==> src/rtl/adder_seq_16b_pkg.sv <==
`default_nettype none
// ============================================================================
//  Module      : adder_seq_16b_pkg
//  Description : Shared types and constants for the nibble-serial 16-bit
//                adder: control state encoding and nibble geometry.
//  Revision    : 1.0  initial release
// ============================================================================
package adder_seq_16b_pkg;

   // Number of nibbles making up one operand, and the width of each nibble.
   localparam int NIBBLE_COUNT = 4;
   localparam int NIBBLE_WIDTH = 4;
   localparam int DATA_WIDTH   = NIBBLE_COUNT * NIBBLE_WIDTH;

   // Index value of the most significant nibble; reaching it ends a calculation.
   localparam logic [1:0] LAST_NIBBLE = 2'(NIBBLE_COUNT - 1);

   // Control states: waiting for operands, stepping through nibbles, and
   // presenting a finished result.
   typedef enum logic [1:0] {
      IDLE = 2'd0,
      CALC = 2'd1,
      DONE = 2'd2
   } state_t;

   // Bit offset of the least significant bit of nibble idx.
   function automatic logic [3:0] nibble_lsb(input logic [1:0] idx);
      return {idx, 2'b00};
   endfunction

endpackage : adder_seq_16b_pkg
`default_nettype wire

==> src/rtl/adder_seq_16b_rca4.sv <==
`default_nettype none
// ============================================================================
//  Module      : AdderRippleCarry_4b_GL
//  Description : 4-bit ripple-carry adder built from gate-level full adders.
//                Purely combinational; the carry ripples bit 0 -> bit 3.
//  Revision    : 1.0  initial release
// ============================================================================
module AdderRippleCarry_4b_GL
   import adder_seq_16b_pkg::*;
(
   input  logic [NIBBLE_WIDTH-1:0] in0,
   input  logic [NIBBLE_WIDTH-1:0] in1,
   input  logic                    cin,
   output logic [NIBBLE_WIDTH-1:0] sum,
   output logic                    cout
);

   // Carry chain: w_carry[i] enters bit i, w_carry[NIBBLE_WIDTH] leaves bit 3.
   logic [NIBBLE_WIDTH:0] w_carry;

   assign w_carry[0] = cin;

   // One full adder per bit, expressed with AND/OR/XOR gates.
   for (genvar i = 0; i < NIBBLE_WIDTH; i++) begin : g_bit
      logic w_half;
      assign w_half         = in0[i] ^ in1[i];
      assign sum[i]         = w_half ^ w_carry[i];
      assign w_carry[i + 1] = (in0[i] & in1[i]) | (w_half & w_carry[i]);
   end

   assign cout = w_carry[NIBBLE_WIDTH];

endmodule : AdderRippleCarry_4b_GL
`default_nettype wire

==> src/rtl/adder_seq_16b.sv <==
`default_nettype none
// ============================================================================
//  Module      : adder_seq_16b
//  Description : Sequential 16-bit adder. One shared 4-bit ripple-carry adder
//                is applied to one nibble per cycle, LSB nibble first, with
//                the carry held in a register between nibbles. Operands
//                arrive on a val/rdy input stream; sum and carry-out leave on
//                a val/rdy output stream.
//  Revision    : 1.0  initial release
// ============================================================================
module adder_seq_16b
   import adder_seq_16b_pkg::*;
(
   input  logic                  clk,
   input  logic                  reset,

   input  logic                  istream_val,
   output logic                  istream_rdy,
   input  logic [DATA_WIDTH-1:0] in0,
   input  logic [DATA_WIDTH-1:0] in1,
   input  logic                  cin,

   output logic                  ostream_val,
   input  logic                  ostream_rdy,
   output logic [DATA_WIDTH-1:0] sum,
   output logic                  cout
);

   // ------------------------------------------------------------------------
   // State
   // ------------------------------------------------------------------------
   state_t                  r_state;
   state_t                  w_state_next;

   logic [DATA_WIDTH-1:0]   r_op_a;     // operand A captured at accept
   logic [DATA_WIDTH-1:0]   r_op_b;     // operand B captured at accept
   logic [1:0]              r_idx;      // nibble currently being added
   logic                    r_carry;    // carry into the current nibble
   logic [DATA_WIDTH-1:0]   r_sum;      // result, filled nibble by nibble
   logic                    r_cout;     // carry out of bit 15 of last result

   // ------------------------------------------------------------------------
   // Nibble datapath around the shared 4-bit adder
   // ------------------------------------------------------------------------
   logic [3:0]              w_lsb;
   logic [NIBBLE_WIDTH-1:0] w_nib_a;
   logic [NIBBLE_WIDTH-1:0] w_nib_b;
   logic [NIBBLE_WIDTH-1:0] w_nib_sum;
   logic                    w_nib_cout;

   logic                    w_accept;
   logic                    w_last_nibble;

   assign w_lsb         = nibble_lsb(r_idx);
   assign w_nib_a       = r_op_a[w_lsb +: NIBBLE_WIDTH];
   assign w_nib_b       = r_op_b[w_lsb +: NIBBLE_WIDTH];
   assign w_last_nibble = (r_idx == LAST_NIBBLE);

   AdderRippleCarry_4b_GL u_rca4 (
      .in0  (w_nib_a),
      .in1  (w_nib_b),
      .cin  (r_carry),
      .sum  (w_nib_sum),
      .cout (w_nib_cout)
   );

   // ------------------------------------------------------------------------
   // Control FSM
   // ------------------------------------------------------------------------

   // State register.
   always_ff @(posedge clk) begin
      if (reset) begin
         r_state <= IDLE;
      end else begin
         r_state <= w_state_next;
      end
   end

   // Next-state and handshake outputs; outputs depend on state only.
   always_comb begin
      w_state_next = r_state;
      istream_rdy  = 1'b0;
      ostream_val  = 1'b0;
      w_accept     = 1'b0;
      case (r_state)
         IDLE: begin
            istream_rdy = 1'b1;
            if (istream_val) begin
               w_accept     = 1'b1;
               w_state_next = CALC;
            end
         end
         CALC: begin
            if (w_last_nibble) begin
               w_state_next = DONE;
            end
         end
         DONE: begin
            ostream_val = 1'b1;
            if (ostream_rdy) begin
               w_state_next = IDLE;
            end
         end
         default: begin
            w_state_next = IDLE;
         end
      endcase
   end

   // ------------------------------------------------------------------------
   // Datapath registers
   // ------------------------------------------------------------------------

   // Capture operands on accept, then fold in one nibble per CALC cycle.
   always_ff @(posedge clk) begin
      if (reset) begin
         r_op_a  <= '0;
         r_op_b  <= '0;
         r_idx   <= 2'd0;
         r_carry <= 1'b0;
         r_sum   <= '0;
         r_cout  <= 1'b0;
      end else if (w_accept) begin
         r_op_a  <= in0;
         r_op_b  <= in1;
         r_carry <= cin;
         r_idx   <= 2'd0;
      end else if (r_state == CALC) begin
         r_sum[w_lsb +: NIBBLE_WIDTH] <= w_nib_sum;
         r_carry                      <= w_nib_cout;
         r_idx                        <= r_idx + 2'd1;
         // The carry out of the top nibble is the result carry; it is kept
         // separately so a new accept (which reloads r_carry) leaves the
         // previous cout visible.
         if (w_last_nibble) begin
            r_cout <= w_nib_cout;
         end
      end
   end

   assign sum  = r_sum;
   assign cout = r_cout;

endmodule : adder_seq_16b
`default_nettype wire

==> config.mk <==
export PLATFORM = sky130hd
export DESIGN_NAME = adder_seq_16b
export DESIGN_NICKNAME = d
export VERILOG_FILES = /design/src/rtl/adder_seq_16b_pkg.sv /design/src/rtl/adder_seq_16b_rca4.sv /design/src/rtl/adder_seq_16b.sv
export SDC_FILE = /design/constraint.sdc
export NUM_CORES = 1
export LEC_CHECK = 0
export ABC_AREA = 1
export ABC_CLOCK_PERIOD_IN_PS = 4450
export CAP_MARGIN = 10
export CORE_ASPECT_RATIO = 0.6
export CORE_MARGIN = 2
export CORE_UTILIZATION = 52
export CTS_CLUSTER_DIAMETER = 120
export CTS_CLUSTER_SIZE = 24
export DETAILED_ROUTE_END_ITERATION = 10
export GPL_ROUTABILITY_DRIVEN = 0
export HOLD_SLACK_MARGIN = 0.06
export PLACE_DENSITY = 0.82
export SYNTH_ARGS = -nofsm -noshare
export SYNTH_HDL_FRONTEND = slang
export SYNTH_SLANG_ARGS = --single-unit
==> constraint.sdc <==
create_clock -name clk -period 4.45 [get_ports clk]
set_clock_uncertainty 0.2 [all_clocks]
set_input_delay 0.445 -clock clk [delete_from_list [all_inputs] [get_ports clk]]
set_output_delay 0.445 -clock clk [all_outputs]
set_load 0.02 [all_outputs]
## Word-level counts from Yosys, hierarchy flattened

Cells that the tools add are included.

- Bits in writable memories: 0
- Output and inout port bits: 19
- Flip-flop bits (word level): 54
- Memory bits (read-only): 0
- Memories kept: 0
- Bits in latches: 0

- $lt $le $gt $ge: 0
- $add $sub $neg: 2
- Multiplexer cells: 11
- Equal/unequal tests: 6
- Div/mod/pow operators: 0
- Shifts and indexed selects: 4
- Bitwise operators: 21
- Multipliers: 0
- Reductions and logical operators: 6

Operators with widths:

| kind | count |
|---|---|
| $shiftx A16 B5 Y4 | 2 |
| $bwmux W16 | 1 |
| $shift A4 B6 Y16 const A | 1 |
| $shiftx A4 B6 Y16 | 1 |
| $and A1 B1 Y1 | 8 |
| $xor A1 B1 Y1 | 8 |
| $mux W1 | 6 |
| $mux W2 | 3 |
| $ne A2 B2 Y1 const B | 3 |
| $neg A4 Y6 | 1 |
| $pmux W2 S3 | 1 |
| $reduce_and A3 Y1 | 2 |
| $eq A2 B2 Y1 const B | 2 |
| $or A1 B1 Y1 | 4 |
| $add A2 B1 Y2 const B | 1 |
| $eq A2 B1 Y1 const B | 1 |
| $logic_not A2 Y1 | 1 |
| $reduce_and A2 Y1 | 1 |
| $reduce_bool A2 Y1 | 1 |
| $reduce_or A2 Y1 | 1 |
| $not A1 Y1 | 1 |

## Longest topological paths before layout

Gate-level depths: netlist of run 1.

- Word-level depth: 12
- Mapped depth: 16

## Cells and area by module

From an unflattened synthesis of run 1, not the netlist that was laid out.

- Cells, all modules: 340
- Area total of the unflattened synthesis: 2,431.1 um^2

Modules (own cells, without submodules):

| module | area an instance (um^2) | cells an instance | times used |
|---|---|---|---|
| adder_seq_16b | 2,313.5 | 326 | 1 |
| AdderRippleCarry_4b_GL | 117.6 | 14 | 1 |

## Worst setup path after synthesis of run 1

OpenSTA, ideal clock, no wires.

- Path type: register to register
- Start point: register r_idx[0]
- End point: register r_sum[7] (netlist: sum[7])
- Clock period less this slack: 2,991 ps
- Stages on the path, launching flop included: 17
- Data arrival time: 2,674 ps
- Path slack: 1,459 ps
- Buffers on the path: 1
- Setup time: 117 ps
- Cell sequence: dfxtp_1 > inv_2 > buf_2 > nor2_1 > o22ai_1 > fa_1 > inv_1 > fa_1 > fa_1 > inv_1 > fa_1 > nand2_1 > nor2_1 > nand2_1 > nand2_1 > inv_1 > nor2_1

- Cells in the longest elaborated chain, start to end: 11
- Elaborated cells between the ends (all ways): 23

RTL lines:

| element | RTL line | source |
|---|---|---|
| from (decl) | adder_seq_16b.sv:37 | `logic [1:0] r_idx;` |
| from (signal assigned) | adder_seq_16b.sv:132 | `r_idx <= r_idx + 2'd1;` |
| $shiftx A16 B5 Y4 (on tied branches) | adder_seq_16b.sv:55, adder_seq_16b.sv:56 |  |
| $xor A1 B1 Y1 | adder_seq_16b_rca4.sv:26 | `assign w_half = in0[i] ^ in1[i];` |
| $and A1 B1 Y1 | adder_seq_16b_rca4.sv:28 | `assign w_carry[i + 1] = (in0[i] & in1[i]) \| (w_half & w_carry[i]);` |
| $or A1 B1 Y1 | adder_seq_16b_rca4.sv:28 |  |
| $and A1 B1 Y1 | adder_seq_16b_rca4.sv:28 |  |
| $or A1 B1 Y1 | adder_seq_16b_rca4.sv:28 |  |
| $and A1 B1 Y1 | adder_seq_16b_rca4.sv:28 |  |
| $or A1 B1 Y1 | adder_seq_16b_rca4.sv:28 |  |
| $xor A1 B1 Y1 | adder_seq_16b_rca4.sv:27 | `assign sum[i] = w_half ^ w_carry[i];` |
| $shiftx A4 B6 Y16 | adder_seq_16b.sv:130 | `r_sum[w_lsb +: NIBBLE_WIDTH] <= w_nib_sum;` |
| $bwmux W16 * | adder_seq_16b.sv:130 |  |
| to (signal, indexed assignment) | adder_seq_16b.sv:130 |  |
| to (decl) | adder_seq_16b.sv:39 | `logic [DATA_WIDTH-1:0] r_sum;` |

Mark *: on every way between the ends. The rest lies on a longest branch, timed or not.
A chain may end at the register's enable or synchronous reset.

## Final worst setup path of run 1

Ends and elaborated chain as after synthesis.

==> flow_summary_export.csv, run 1 <==
group,metric,value,unit
die,die-area,5300,um2
placed_design,port_buffers,55,
clock_tree,ctsRootBufferMaster,"clkbuf_8",
yosys,synthCells,345,
finish,fillers,399,
setup_path,end_kind,"flop",
yosys,synth.largest_area_cell,"dfxtp_1",
setup_path,startpoint_type,"flop",
yosys,yosys_warnings,0,
die,start_util,53.8,%
yosys,muxShareOfSynthArea,0,%
clock_tree,cts_setup_buffers,0,
sta,hold_viol,0,
yosys,synthArstFlopShare,0,%
sta,setup_slack,777,ps
finish,seq_area,1080,um2
yosys,synth-simple-area-share,24.3,%
yosys,ys_ff_latch,54,
yosys,synth_xor_area_share,0,%
yosys,ys_top_cells_by_count,"nor2_1, o21ai_0, dfxtp_1",
die,core_area,4560,um2
finish,drive_above_1_share,3.56,%
sta,worst_pin_slew,792,ps
yosys,ys_seq_area_share,44.1,%
sta,hold_ws,268,ps
die,die_x,92.7,um
sta,finalSetupTns,0,ps
detailed_routing,drt_first_pass_iters,5,
global_route,grt_max_degree,45,
yosys,syn_area,2450,um2
clock_tree,cts_buffers,5,
yosys,synthFlopType,"dfxtp_1",
yosys,synth_enable_flop_cells,0,
setup_path,crit_arrival,3720,ps
yosys,synth_compound_area_share,17.3,%
yosys,synth_area_per_cell,7.11,um2
clock_tree,hold_buffers,0,
yosys,synthTopCellsByArea,"dfxtp_1, nor2_1, o21ai_0",
detailed_routing,wirelength,5850,um
global_route,antenna_found_initial,0,
die,die_h,57.2,um
detailed_routing,vias,2363,
sta,finalSetupViolCount,0,
power,pwr_density_cell,339,nW/um2
yosys,synth_top_family_by_area,"simple AND/OR/NAND/NOR gates",
yosys,synth.distinct_cells,25,
sta,final_max_slew_viol_count,0,
finish,syn2layout_area_growth,26.9,%
power,power_leakage,1.29,nW
finish,multi_input_area,1180,um2
global_route,overflow,0,
finish,antenna_cells,0,
setup_path,critPathMaxFanout,26,
setup_path,path_class,"reg -> reg",
detailed_routing,drtAntennaViolNets,0,
sta,max_slew_margin,47.1,%
sta,clock.fmax,0.272,GHz
sta,period_needed,3670,ps
clock_tree,clkTransAtPathRegs,90,ps
global_route,track_usage,23.5,%
worst_hold_path,min-delay-path-class,"reg -> reg",
detailed_routing,detail_route.wl_per_cell,12.8,um
global_route,grt_pass1_vias,2035,
detailed_routing,drt_drc_violations_left,0,
run_status,status,"finished clean",
power,ir_drop,0.244,mV
die,ioPinCount,56,
sta,rsz0062_at_grt,"false",
clock_tree,clock_path_buffers,2,
sta,period_share,82.5,%
detailed_routing,first_iter_violations,210,
placed_design,post-place-ws,899,ps
global_route,grt_pass1_wl,9750,um
setup_path,required,4500,ps
clock_tree,cts_num_sinks,54,
finish,fin_nets,439,
clock_tree,clock_latency,310,ps
yosys,yosysTopAreaCellShare,44.1,%
placed_design,hpwlAfterDp,4250,um
clock_tree,cts_tree,"built",
run,cap_violations,0,
detailed_routing,viasPerCell,5.18,
yosys,yosysMostFrequentCell,"nor2_1",
yosys,synth_fa_ha_area_share,6.32,%
die,rows,19,
clock_tree,cts-resized-gates,0,
clock_tree,htree_levels,2,
yosys,syn_nets,392,
## flip-flops by register name, indices dropped and copies added (netlist names)
register	cells
cout	1
r_carry	1
r_idx	2
r_op_a	16
r_op_b	16
r_state	2
sum	16
## kinds of logic after synthesis
| family | Yosys count |
|---|---|
| simple gates | 152 |
| compound gates | 84 |
| flops | 54 |
| buf+inv | 45 |
| fa+ha+maj | 10 |
## placed cells by master (no fill, tap or decap), drive strengths merged
cell           synthesis  layout
nor2                 103     103
o21ai                 60      60
clkdlybuf4s50          0      55
dfxtp                 54      54
nand2                 45      45
inv                   29      29
a21oi                 20      20
ha                     6       6
clkbuf                 5       6
o22ai                  4       4
fa                     4       4
nand3                  2       2
nor3                   2       2
clkinv                 1       1
clkinvlp               0       1
bufinv                 0       1
## final timing paths
check        cells past startpoint       to  slack [ps]     start
min reg2reg                      2  sum[14]         270   sum[14]
min                              2  sum[14]         270   sum[14]
max reg2reg                     15   sum[7]         780  r_idx[0]
max                             15   sum[7]         780  r_idx[0]
## per-layer routing
layer / vias up / share of wire, % / global-route usage [%]
met2: 104 / 39 / 32.6
met4: 0 / 1.6 / 6.30
met1: 1057 / 51 / 37.1
met3: 15 / 8.6 / 4.76
met5: - / 0 / 0
li1: 1187 / - / -
## through the flow
stage | area [um2] | cells | util, % | power (W)
3_3_place_gp | 3000 | 448 | 65.8 | 0.000734
4_1_cts | 3110 | 456 | 68.2 | 0.00106
3_5_place_dp | 3000 | 448 | 65.8 | 0.000742
5_1_grt | 3110 | 456 | 68.2 | 0.00111
2_1_floorplan | 2450 | 345 | - | 0.000666
6_report | 3110 | 456 | 68.2 | 0.00106
## critical path, cell delays in order (launching register included)
cell and delay (ps):
dfxtp_1 850, inv_2 340, o21ai_0 260, o22ai_1 130
fa_1 420, inv_1 80, fa_1 190, fa_1 180
inv_1 50, fa_1 500, nand2_1 80, nor2_1 130
nand2_1 60, nand2_1 50, inv_1 30, nor2_1 70
## final cells by class
cell class | instances | share of cell area (%)
flip-flops and latches | 54 | 34.7
clock inverters | 2 | 1.21
clock buffers | 6 | 2.33
inverters | 30 | 3.78
repair buffers | 55 | 17.7
well taps | 63 | 2.53
multi-input cells | 246 | 37.8
## report_power, final
part	switching (W)	total, W	internal [W]
clock network	0.000155	0.000323	0.000168
logic	0.000108	0.000194	0.0000855
registers	0.0000239	0.000540	0.000516
Note: power is estimated with default switching activity, not from simulation.
==> inputs of run 2 (changes only) <==
--- a/config.mk
+++ b/config.mk
@@ -6,17 +6,17 @@
 export NUM_CORES = 1
 export LEC_CHECK = 0
 export ABC_AREA = 1
-export ABC_CLOCK_PERIOD_IN_PS = 4450
+export ABC_CLOCK_PERIOD_IN_PS = 3370
 export CAP_MARGIN = 10
 export CORE_ASPECT_RATIO = 0.6
 export CORE_MARGIN = 2
-export CORE_UTILIZATION = 52
+export CORE_UTILIZATION = 45
 export CTS_CLUSTER_DIAMETER = 120
 export CTS_CLUSTER_SIZE = 24
 export DETAILED_ROUTE_END_ITERATION = 10
 export GPL_ROUTABILITY_DRIVEN = 0
 export HOLD_SLACK_MARGIN = 0.06
-export PLACE_DENSITY = 0.82
+export PLACE_DENSITY = 0.76
 export SYNTH_ARGS = -nofsm -noshare
 export SYNTH_HDL_FRONTEND = slang
 export SYNTH_SLANG_ARGS = --single-unit
==> constraint.sdc (replaced) <==
create_clock -name clk -period 3.37 [get_ports clk]
set_clock_uncertainty 0.2 [all_clocks]
set_input_delay 0.337 -clock clk [delete_from_list [all_inputs] [get_ports clk]]
set_output_delay 0.337 -clock clk [all_outputs]
set_load 0.02 [all_outputs]
==> flow_summary_export.csv, run 2 (synthesized netlist as in run 1, its figures left out) <==
group,metric,value,unit
run_status,status,"finished clean",
setup_path,max_stage_delay,430,ps
placed_design,hpwlAfterDp,4450,um
global_route,grt_max_degree,45,
setup_path,critPathMaxFanout,11,
clock_tree,clock_latency,300,ps
clock_tree,hold_buffers,0,
detailed_routing,drt_first_pass_iters,4,
setup_path,path_class,"reg -> reg",
finish,finalCoreUtilization,60.6,%
setup_path,r2r_slack,360,ps
die,die_h,61.2,um
setup_path,startpoint_type,"flop",
clock_tree,htree_levels,2,
finish,drive_above_1_share,5.05,%
finish,antenna_cells,0,
placed_design,dpl-instance-area,3040,um2
detailed_routing,vias,2283,
finish,fin_nets,443,
finish,final_common_cell,"nor2_1",
power,power_leakage,1.30,nW
die,start_util,47.6,%
sta,rsz0062_at_grt,"false",
global_route,antenna_found_initial,0,
sta,worst_pin_slew,596,ps
sta,period_needed,3010,ps
die,ioPinCount,56,
sta,finalSetupViolCount,0,
clock_tree,cts_tree,"built",
sta,final_max_slew_viol_count,0,
sta,period_share,89.2,%
finish,syn2layout_area_growth,27.2,%
sta,hold_viol,0,
die,core_area,5150,um2
global_route,track_usage,21.4,%
sta,finalSetupTns,0,ps
die,die-area,6080,um2
detailed_routing,wirelength,5960,um
setup_path,cp_cell_sequence,"clkinvlp_4 -> o21ai_0 -> o22ai_1 -> fa_1 -> inv_1 -> fa_1 -> fa_1 -> inv_1 -> fa_1 -> nand2_1 -> nor2_1 -> nand2_1 -> nand2_1 -> inv_1 -> nor2_1",
finish,stdcell_area,3120,um2
setup_path,path_common_cell,"fa_1",
setup_path,path_delay_family,"adder cells",
clock_tree,cts_num_sinks,54,
run,cap_violations,0,
sta,max_slew_margin,60.3,%
detailed_routing,viasPerCell,4.94,
setup_path,crit_arrival,3010,ps
clock_tree,cts_buffers,5,
setup_path,end_kind,"flop",
finish,final_cell_mix,"nor2_1, o21ai_0, clkdlybuf4s50_1, dfxtp_1, nand2_1",
die,rows,20,
setup_path,cp.buffers_inverters,4,
clock_tree,clock_path_buffers,2,
detailed_routing,first_iter_violations,200,
detailed_routing,detail_route.wl_per_cell,12.9,um
clock_tree,ctsRootBufferMaster,"clkbuf_8",
placed_design,port_buffers,55,
finish,fillers,487,
placed_design,post-place-ws,246,ps
detailed_routing,drt_drc_violations_left,0,
detailed_routing,drtAntennaViolNets,0,
global_route,grt_pass1_vias,2054,
setup_path,crit_path_top_delay_cell,"fa_1",
setup_path,required,3370,ps
clock_tree,clkTransAtPathRegs,90,ps
global_route,overflow,0,
sta,setup_slack,363,ps
global_route,grt_pass1_wl,10100,um
sta,clock.fmax,0.333,GHz
worst_hold_path,min-delay-path-class,"reg -> reg",
power,pwr_density_cell,419,nW/um2
power,ir_drop,0.248,mV
die,die_x,99.3,um
## run 2: changes by cell type in the layout (fill, tap and decap cells not counted)
cell / previous run / this run
clkbuf_1: 1 / 0
buf_4: 0 / 4
clkinv_2: 0 / 2
bufinv_16: 1 / 0
clkinv_1: 1 / 0
dfxtp_2: 0 / 1
dfxtp_1: 54 / 53
## run 2: power breakdown
part | switching [W] | internal, W
combinational | 0.000145 | 0.000115
clock | 0.000198 | 0.000140
sequential | 0.0000286 | 0.000681
## run 2: final cells by class
type                    count  area (um2)  share of cell area (%)
flip-flops and latches     54        1080                    34.7
inverters                  30         121                    3.89
well taps                  66        82.6                    2.65
clock buffers               5        68.8                    2.20
multi-input cells         246        1180                    37.7
clock inverters             2        10.0                   0.321
repair buffers             59         581                    18.6
## run 2: final timing paths
path                               start       to  depth (start not counted)
worst min-delay path             sum[15]  sum[15]                          2
worst min register to register   sum[15]  sum[15]                          2
worst max register to register  r_idx[1]   sum[7]                         15
worst max-delay path            r_idx[1]   sum[7]                         15
## run 2: tightest hold or removal path, cell delays in order (launching register included)
cell and delay, ps:
dfxtp_1 320, nand2_1 60, a21oi_1 50
## run 2: layer usage
metal	global-route usage [%]	share of wire, %	vias up
met1	32.9	53	1010
met4	4.31	0.52	0
met3	4.88	8.2	5
met2	30.9	38	79
li1	-	-	1189
met5	0	0	-
## run 2: per-stage QoR
step                hold slack, ps  power [W]  std cells
floorplan                      224   0.000879        345
global placement               249   0.000974        455
detailed placement             260   0.000983        455
CTS                            273    0.00131        462
global route                   297    0.00138        462
finish                         269    0.00131        462
## run 2: what timing repair did
item / CTS / global route
setup buffers: 0 / 0
gates resized for setup: 0 / 2
endpoints found under the setup margin: 0 / 3
==> inputs of run 3 (changes only) <==
--- a/config.mk
+++ b/config.mk
@@ -10,13 +10,14 @@
 export CAP_MARGIN = 10
 export CORE_ASPECT_RATIO = 0.6
 export CORE_MARGIN = 2
-export CORE_UTILIZATION = 45
+export CORE_UTILIZATION = 47
+export CTS_BUF_LIST = sky130_fd_sc_hd__clkbuf_4 sky130_fd_sc_hd__clkbuf_8
 export CTS_CLUSTER_DIAMETER = 120
 export CTS_CLUSTER_SIZE = 24
 export DETAILED_ROUTE_END_ITERATION = 10
 export GPL_ROUTABILITY_DRIVEN = 0
 export HOLD_SLACK_MARGIN = 0.06
-export PLACE_DENSITY = 0.76
+export PLACE_DENSITY = 0.79
 export SYNTH_ARGS = -nofsm -noshare
 export SYNTH_HDL_FRONTEND = slang
 export SYNTH_SLANG_ARGS = --single-unit
==> flow_summary_export.csv, run 3 (synthesized netlist as in run 1, its figures left out) <==
group,metric,value,unit
finish,final_cell_mix,"nor2_1, o21ai_0, clkdlybuf4s50_1, dfxtp_1, nand2_1",
setup_path,crit_arrival,3070,ps
setup_path,r2r_slack,300,ps
detailed_routing,detail_route.wl_per_cell,12.5,um
placed_design,port_buffers,55,
clock_tree,ctsRootBufferMaster,"clkbuf_8",
clock_tree,cts_buffers,5,
setup_path,cp.buffers_inverters,4,
worst_hold_path,min-delay-path-class,"reg -> reg",
setup_path,worstSetupEndpoint,"sum[7]",
sta,final_max_slew_viol_count,0,
setup_path,path_common_cell,"fa_1",
global_route,track_usage,20.6,%
placed_design,dp_cells,454,
sta,hold_viol,0,
clock_tree,htree_levels,2,
sta,clock.fmax,0.326,GHz
detailed_routing,drt_first_pass_iters,5,
power,swShare,27.1,%
die,die-area,5830,um2
sta,worst_pin_slew,570,ps
detailed_routing,drt_drc_violations_left,0,
setup_path,r2r-start,"r_idx[1]",
detailed_routing,vias,2238,
power,internal_power,0.00100,W
sta,rsz0062_at_grt,"false",
setup_path,r2r-end,"sum[7]",
die,start_util,48.5,%
clock_tree,clkTransAtPathRegs,90,ps
clock_tree,clock_latency,300,ps
clock_tree,cts_tree,"built",
clock_tree,cts-resized-gates,0,
die,die_h,60.0,um
sta,period_needed,3070,ps
power,power_switching,0.000373,W
setup_path,path_delay_family,"adder cells",
die,die_x,97.3,um
sta,max_slew_margin,61.9,%
detailed_routing,wirelength,5780,um
finish,fin_nets,442,
power,ir_drop,0.218,mV
power,pwr_density_cell,438,nW/um2
setup_path,required,3370,ps
global_route,overflow,0,
power,power_leakage,1.31,nW
setup_path,cp_cell_sequence,"clkinvlp_4 -> o21ai_0 -> o22ai_1 -> fa_1 -> inv_1 -> fa_1 -> fa_1 -> inv_1 -> fa_1 -> nand2_1 -> nor2_1 -> nand2_1 -> nand2_1 -> inv_1 -> nor2_1",
detailed_routing,drtAntennaViolNets,0,
sta,finalSetupTns,0,ps
setup_path,path_class,"reg -> reg",
setup_path,critPathMaxFanout,11,
sta,hold_ws,269,ps
clock_tree,clock_path_buffers,2,
clock_tree,hold_buffers,0,
setup_path,crit_path_start,"r_idx[1]",
run,cap_violations,0,
clock_tree,cts_setup_buffers,0,
setup_path,max_stage_delay,430,ps
placed_design,hpwlAfterDp,4260,um
setup_path,crit_path_top_delay_cell,"fa_1",
die,core_area,5050,um2
clock_tree,cts_num_sinks,54,
sta,finalSetupViolCount,0,
power,power_frac_comb,18.7,%
setup_path,end_kind,"flop",
sta,period_share,91.2,%
finish,antenna_cells,0,
die,ioPinCount,56,
global_route,antenna_found_initial,0,
finish,final_common_cell,"nor2_1",
detailed_routing,first_iter_violations,185,
finish,syn2layout_area_growth,28.3,%
global_route,grt_pass1_wl,9510,um
die,rows,20,
power,p_seq_share,51.5,%
power,power.share.clock,29.8,%
finish,stdcell_count,462,
finish,drive_above_1_share,5.30,%
setup_path,cp.depth,15,
global_route,grt_pass1_vias,1979,
detailed_routing,viasPerCell,4.84,
setup_path,reg2reg_depth,15,
run_status,status,"finished clean",
setup_path,startpoint_type,"flop",
global_route,grt_max_degree,45,
==> run 3: through the flow <==
step                      util, %  setup slack [ps]  area (um2)  total power, W
after floorplan                 -               379        2450        0.000879
after global placement       60.0               359        3030        0.000972
after detailed placement     60.0               214        3030        0.000977
after CTS                    62.1               157        3140         0.00138
after global routing         62.3              51.3        3150         0.00144
final                        62.3               298        3150         0.00138
==> run 3: layer usage <==
layer  routed length (um)  up-vias  part of all wire, %  global-route usage, %
li1                     -     1193                    -                      -
met1                 3110      968                   54                   31.1
met2                 2150       70                   37                   28.8
met3                  457        7                  7.9                   5.50
met4                   63        0                  1.1                   5.95
met5                    0        -                    0                      0
==> run 3: worst reg2reg max path: stages, from the launching register on <==
cell and delay, ps:
dfxtp_2 390, clkinvlp_4 170, o21ai_0 120, o22ai_1 200
fa_1 220, inv_1 60, fa_1 380, fa_1 380
inv_1 80, fa_1 430, nand2_1 110, nor2_1 60
nand2_1 50, nand2_1 50, inv_1 50, nor2_1 30
==> run 3: power by group through the flow <==
| stage | combinational (W) | sequential, W | clock [W] |
|---|---|---|---|
| final | 0.000258 | 0.000709 | 0.000410 |
| after global routing | 0.000291 | 0.000714 | 0.000440 |
| after CTS | 0.000257 | 0.000709 | 0.000415 |
| after detailed placement | 0.000254 | 0.000723 | 0 |
| after global placement | 0.000249 | 0.000723 | 0 |
| after floorplan | 0.000158 | 0.000721 | 0 |
==> run 3: area by class of cell <==
type / count / area, um2
fill: 461 / 1910
inverter: 30 / 121
sequential: 54 / 1080
multi-input combinational: 246 / 1180
clock buffer: 8 / 110
tap: 66 / 82.6
timing repair buffer: 58 / 573
==> run 3: worst min-delay path by stage <==
stage          startpoint         to  slack, ps  cells after the start
2_1_floorplan   r_op_a[1]  r_op_a[1]        220                      2
3_5_place_dp      sum[12]    sum[12]        260                      2
4_1_cts           sum[12]    sum[12]        270                      2
5_1_grt           sum[12]    sum[12]        290                      2
3_3_place_gp    r_op_a[2]  r_op_a[2]        250                      2
6_report          sum[12]    sum[12]        270                      2
==> edit (settings of run 2) <==
Make the reset (`reset`) asynchronous in 2 clocked blocks.
--- a/src/rtl/adder_seq_16b.sv
+++ b/src/rtl/adder_seq_16b.sv
@@ -69,7 +69,7 @@
    // ------------------------------------------------------------------------
 
    // State register.
-   always_ff @(posedge clk) begin
+   always_ff @(posedge clk or posedge reset) begin
       if (reset) begin
          r_state <= IDLE;
       end else begin
@@ -113,7 +113,7 @@
    // ------------------------------------------------------------------------
 
    // Capture operands on accept, then fold in one nibble per CALC cycle.
-   always_ff @(posedge clk) begin
+   always_ff @(posedge clk or posedge reset) begin
       if (reset) begin
          r_op_a  <= '0;
          r_op_b  <= '0;
Check against the original RTL: differs if reset is asserted again (counterexample within 4 cycles, from zero or initial values and one cycle with reset high); with reset held inactive, the same outputs for 10 cycles.
==> edit against run 2 <==
  * Fmax shrank 2.0%
  * Area after synthesis up 12%
  * Count of clock-buffer cells in the layout grew 1
  * Non-clock buffer count increased by 3
  * Sequential cell count unchanged
  * Sequential share of layout area grew 4.5 points
  * Design area increased by 10%
  * Setup slack worse by 0.062 ns
  * Core utilization shrank 3.1 points
  * Routed wire length up 2.5%
  * Largest cell class is now flip-flops and latches
Power is not compared: it rests on default switching activity, and its combinational part moved more than twofold at a synthesized area within 25%.
==> edit: results (changes against run 2) <==
| Metric | Value |
|---|---|
| Outcome | `complete, no violations` |
| Reg2reg path depth | `13 (-2)` |
| Worst skew pair latency | `0.31 ns` |
| GR Util met2 | `0.291 (-0.0175)` |
| Fillers | `582 (+20%)` |
| Drt first pass iters | `5 (+1)` |
| Synth async-reset ratio | `1.00 (+1.00)` |
| Largest net degree at the start of global routing | `55 (+22%)` |
| Dpl cell area | `0.00335 mm² (+10%)` |
| Detailed-route via count | `2327 (+1.9%)` |
| Routed vias/inst | `4.91 (-0.65%)` |
| Synthesized net count | `383 (-2.3%)` |
| Sequential cell area share | `0.392 (+0.0453)` |
| Met1 usage | `0.294 (-0.0351)` |
| Tot GR Track Use | `0.200 (-0.0147)` |
| # port buffers | `55 (unchanged)` |
| Clock-cell share | `0.0276 (+0.00234)` |
| Initial drt markers | `143 (-28%)` |
| Maximum fanout along the worst path | `17 (+6)` |
| Measured slew at the worst slew-check pin | `0.671 ns (+0.0748 ns)` |
| Placed Cells | `466 (+2.4%)` |
| Dpl ws | `0.333 ns (+0.0871 ns)` |
| Signal buffers share of area | `0.175 (-0.0110)` |
| Met3 wire length | `441 µm (-9.4%)` |
| Clk_buf instances | `6 (+1)` |
| Slowest stage delay, CP | `0.45 ns (+0.02 ns)` |
| Met1 Wirelength | `3.06 mm (-3.7%)` |
| Final worst path period share | `0.911 (+0.0185)` |
| Global-route wire length before repair | `10.7 mm (+5.5%)` |
| Synth cell types | `21 (-16%)` |
| Fraction of area in multi-input gates | `0.353 (-0.0236)` |
| Top cells by count, synth | `138 x nand2_1, 54 x dfrtp_1, 53 x nand3_1` |
| CTS H-tree lvls | `2 (unchanged)` |
| WL final | `6.11 mm (+2.5%)` |
| Synth Flop Type | `dfrtp_1` |
| Non-clock buffers | `62 (+5.1%)` |
| Synth Instances | `336 (-2.6%)` |
| Seq/Total Area, Yosys | `0.491 (+0.0505)` |
| #MultiIn Comb | `246 (unchanged)` |
| RR Endpoint | `sum[15]` |
| Synth Area in Compound Gates | `0.0405 (-0.133)` |
| Arrival @ worst endpoint | `3.08 ns (+0.07 ns)` |
| Worst R2R Setup Slack | `0.30 ns (-0.06 ns)` |
| R2r startpoint | `r_idx[0]` |
| Synth area leaders | `dfrtp_1 49%, nand2_1 19%, nand3_1 9.6%, fa_1 2.9%, ha_1 2.7%` |
| Met3 Track Usage GR | `0.0634 (+0.0146)` |
| Post-DP HPWL | `4.55 mm (+2.1%)` |
| Share of layout cells above drive strength 1 | `0.0641 (+0.0136)` |
| Layout net count | `436 (-1.6%)` |
| Nonclk inv count | `20 (-33%)` |
| Met2 wire length | `2.57 mm (+14%)` |
| Family with the most delay on the worst path | `adder cells` |
[edit: cell count changes in the layout (fill, tap and decap cells not counted), moves of 8 or more]
cell | run 2 | this run
nand2_1 | 43 | 138
nor2_1 | 101 | 18
dfrtp_1 | 0 | 54
dfxtp_1 | 53 | 0
nand3_1 | 2 | 53
o21ai_0 | 56 | 13
a21oi_1 | 20 | 0
inv_1 | 26 | 18
[edit: how the worst min path moves through the flow]
| stage | depth (start not counted) | endpoint | slack [ns] | startpoint |
|---|---|---|---|---|
| 2_1_floorplan | 1 | r_state[1] | 0.24 | ostream_rdy |
| 3_3_place_gp | 2 | cout | 0.26 | cout |
| 3_5_place_dp | 2 | cout | 0.26 | cout |
| 5_1_grt | 2 | cout | 0.31 | cout |
| 6_report | 2 | cout | 0.28 | cout |
| 4_1_cts | 2 | cout | 0.28 | cout |
[edit: tightest hold or removal path, cell delays in order, from the launching register on]
cell,delay [ns]
dfrtp_1,0.35
nand2_1,0.05
nand2_1,0.05
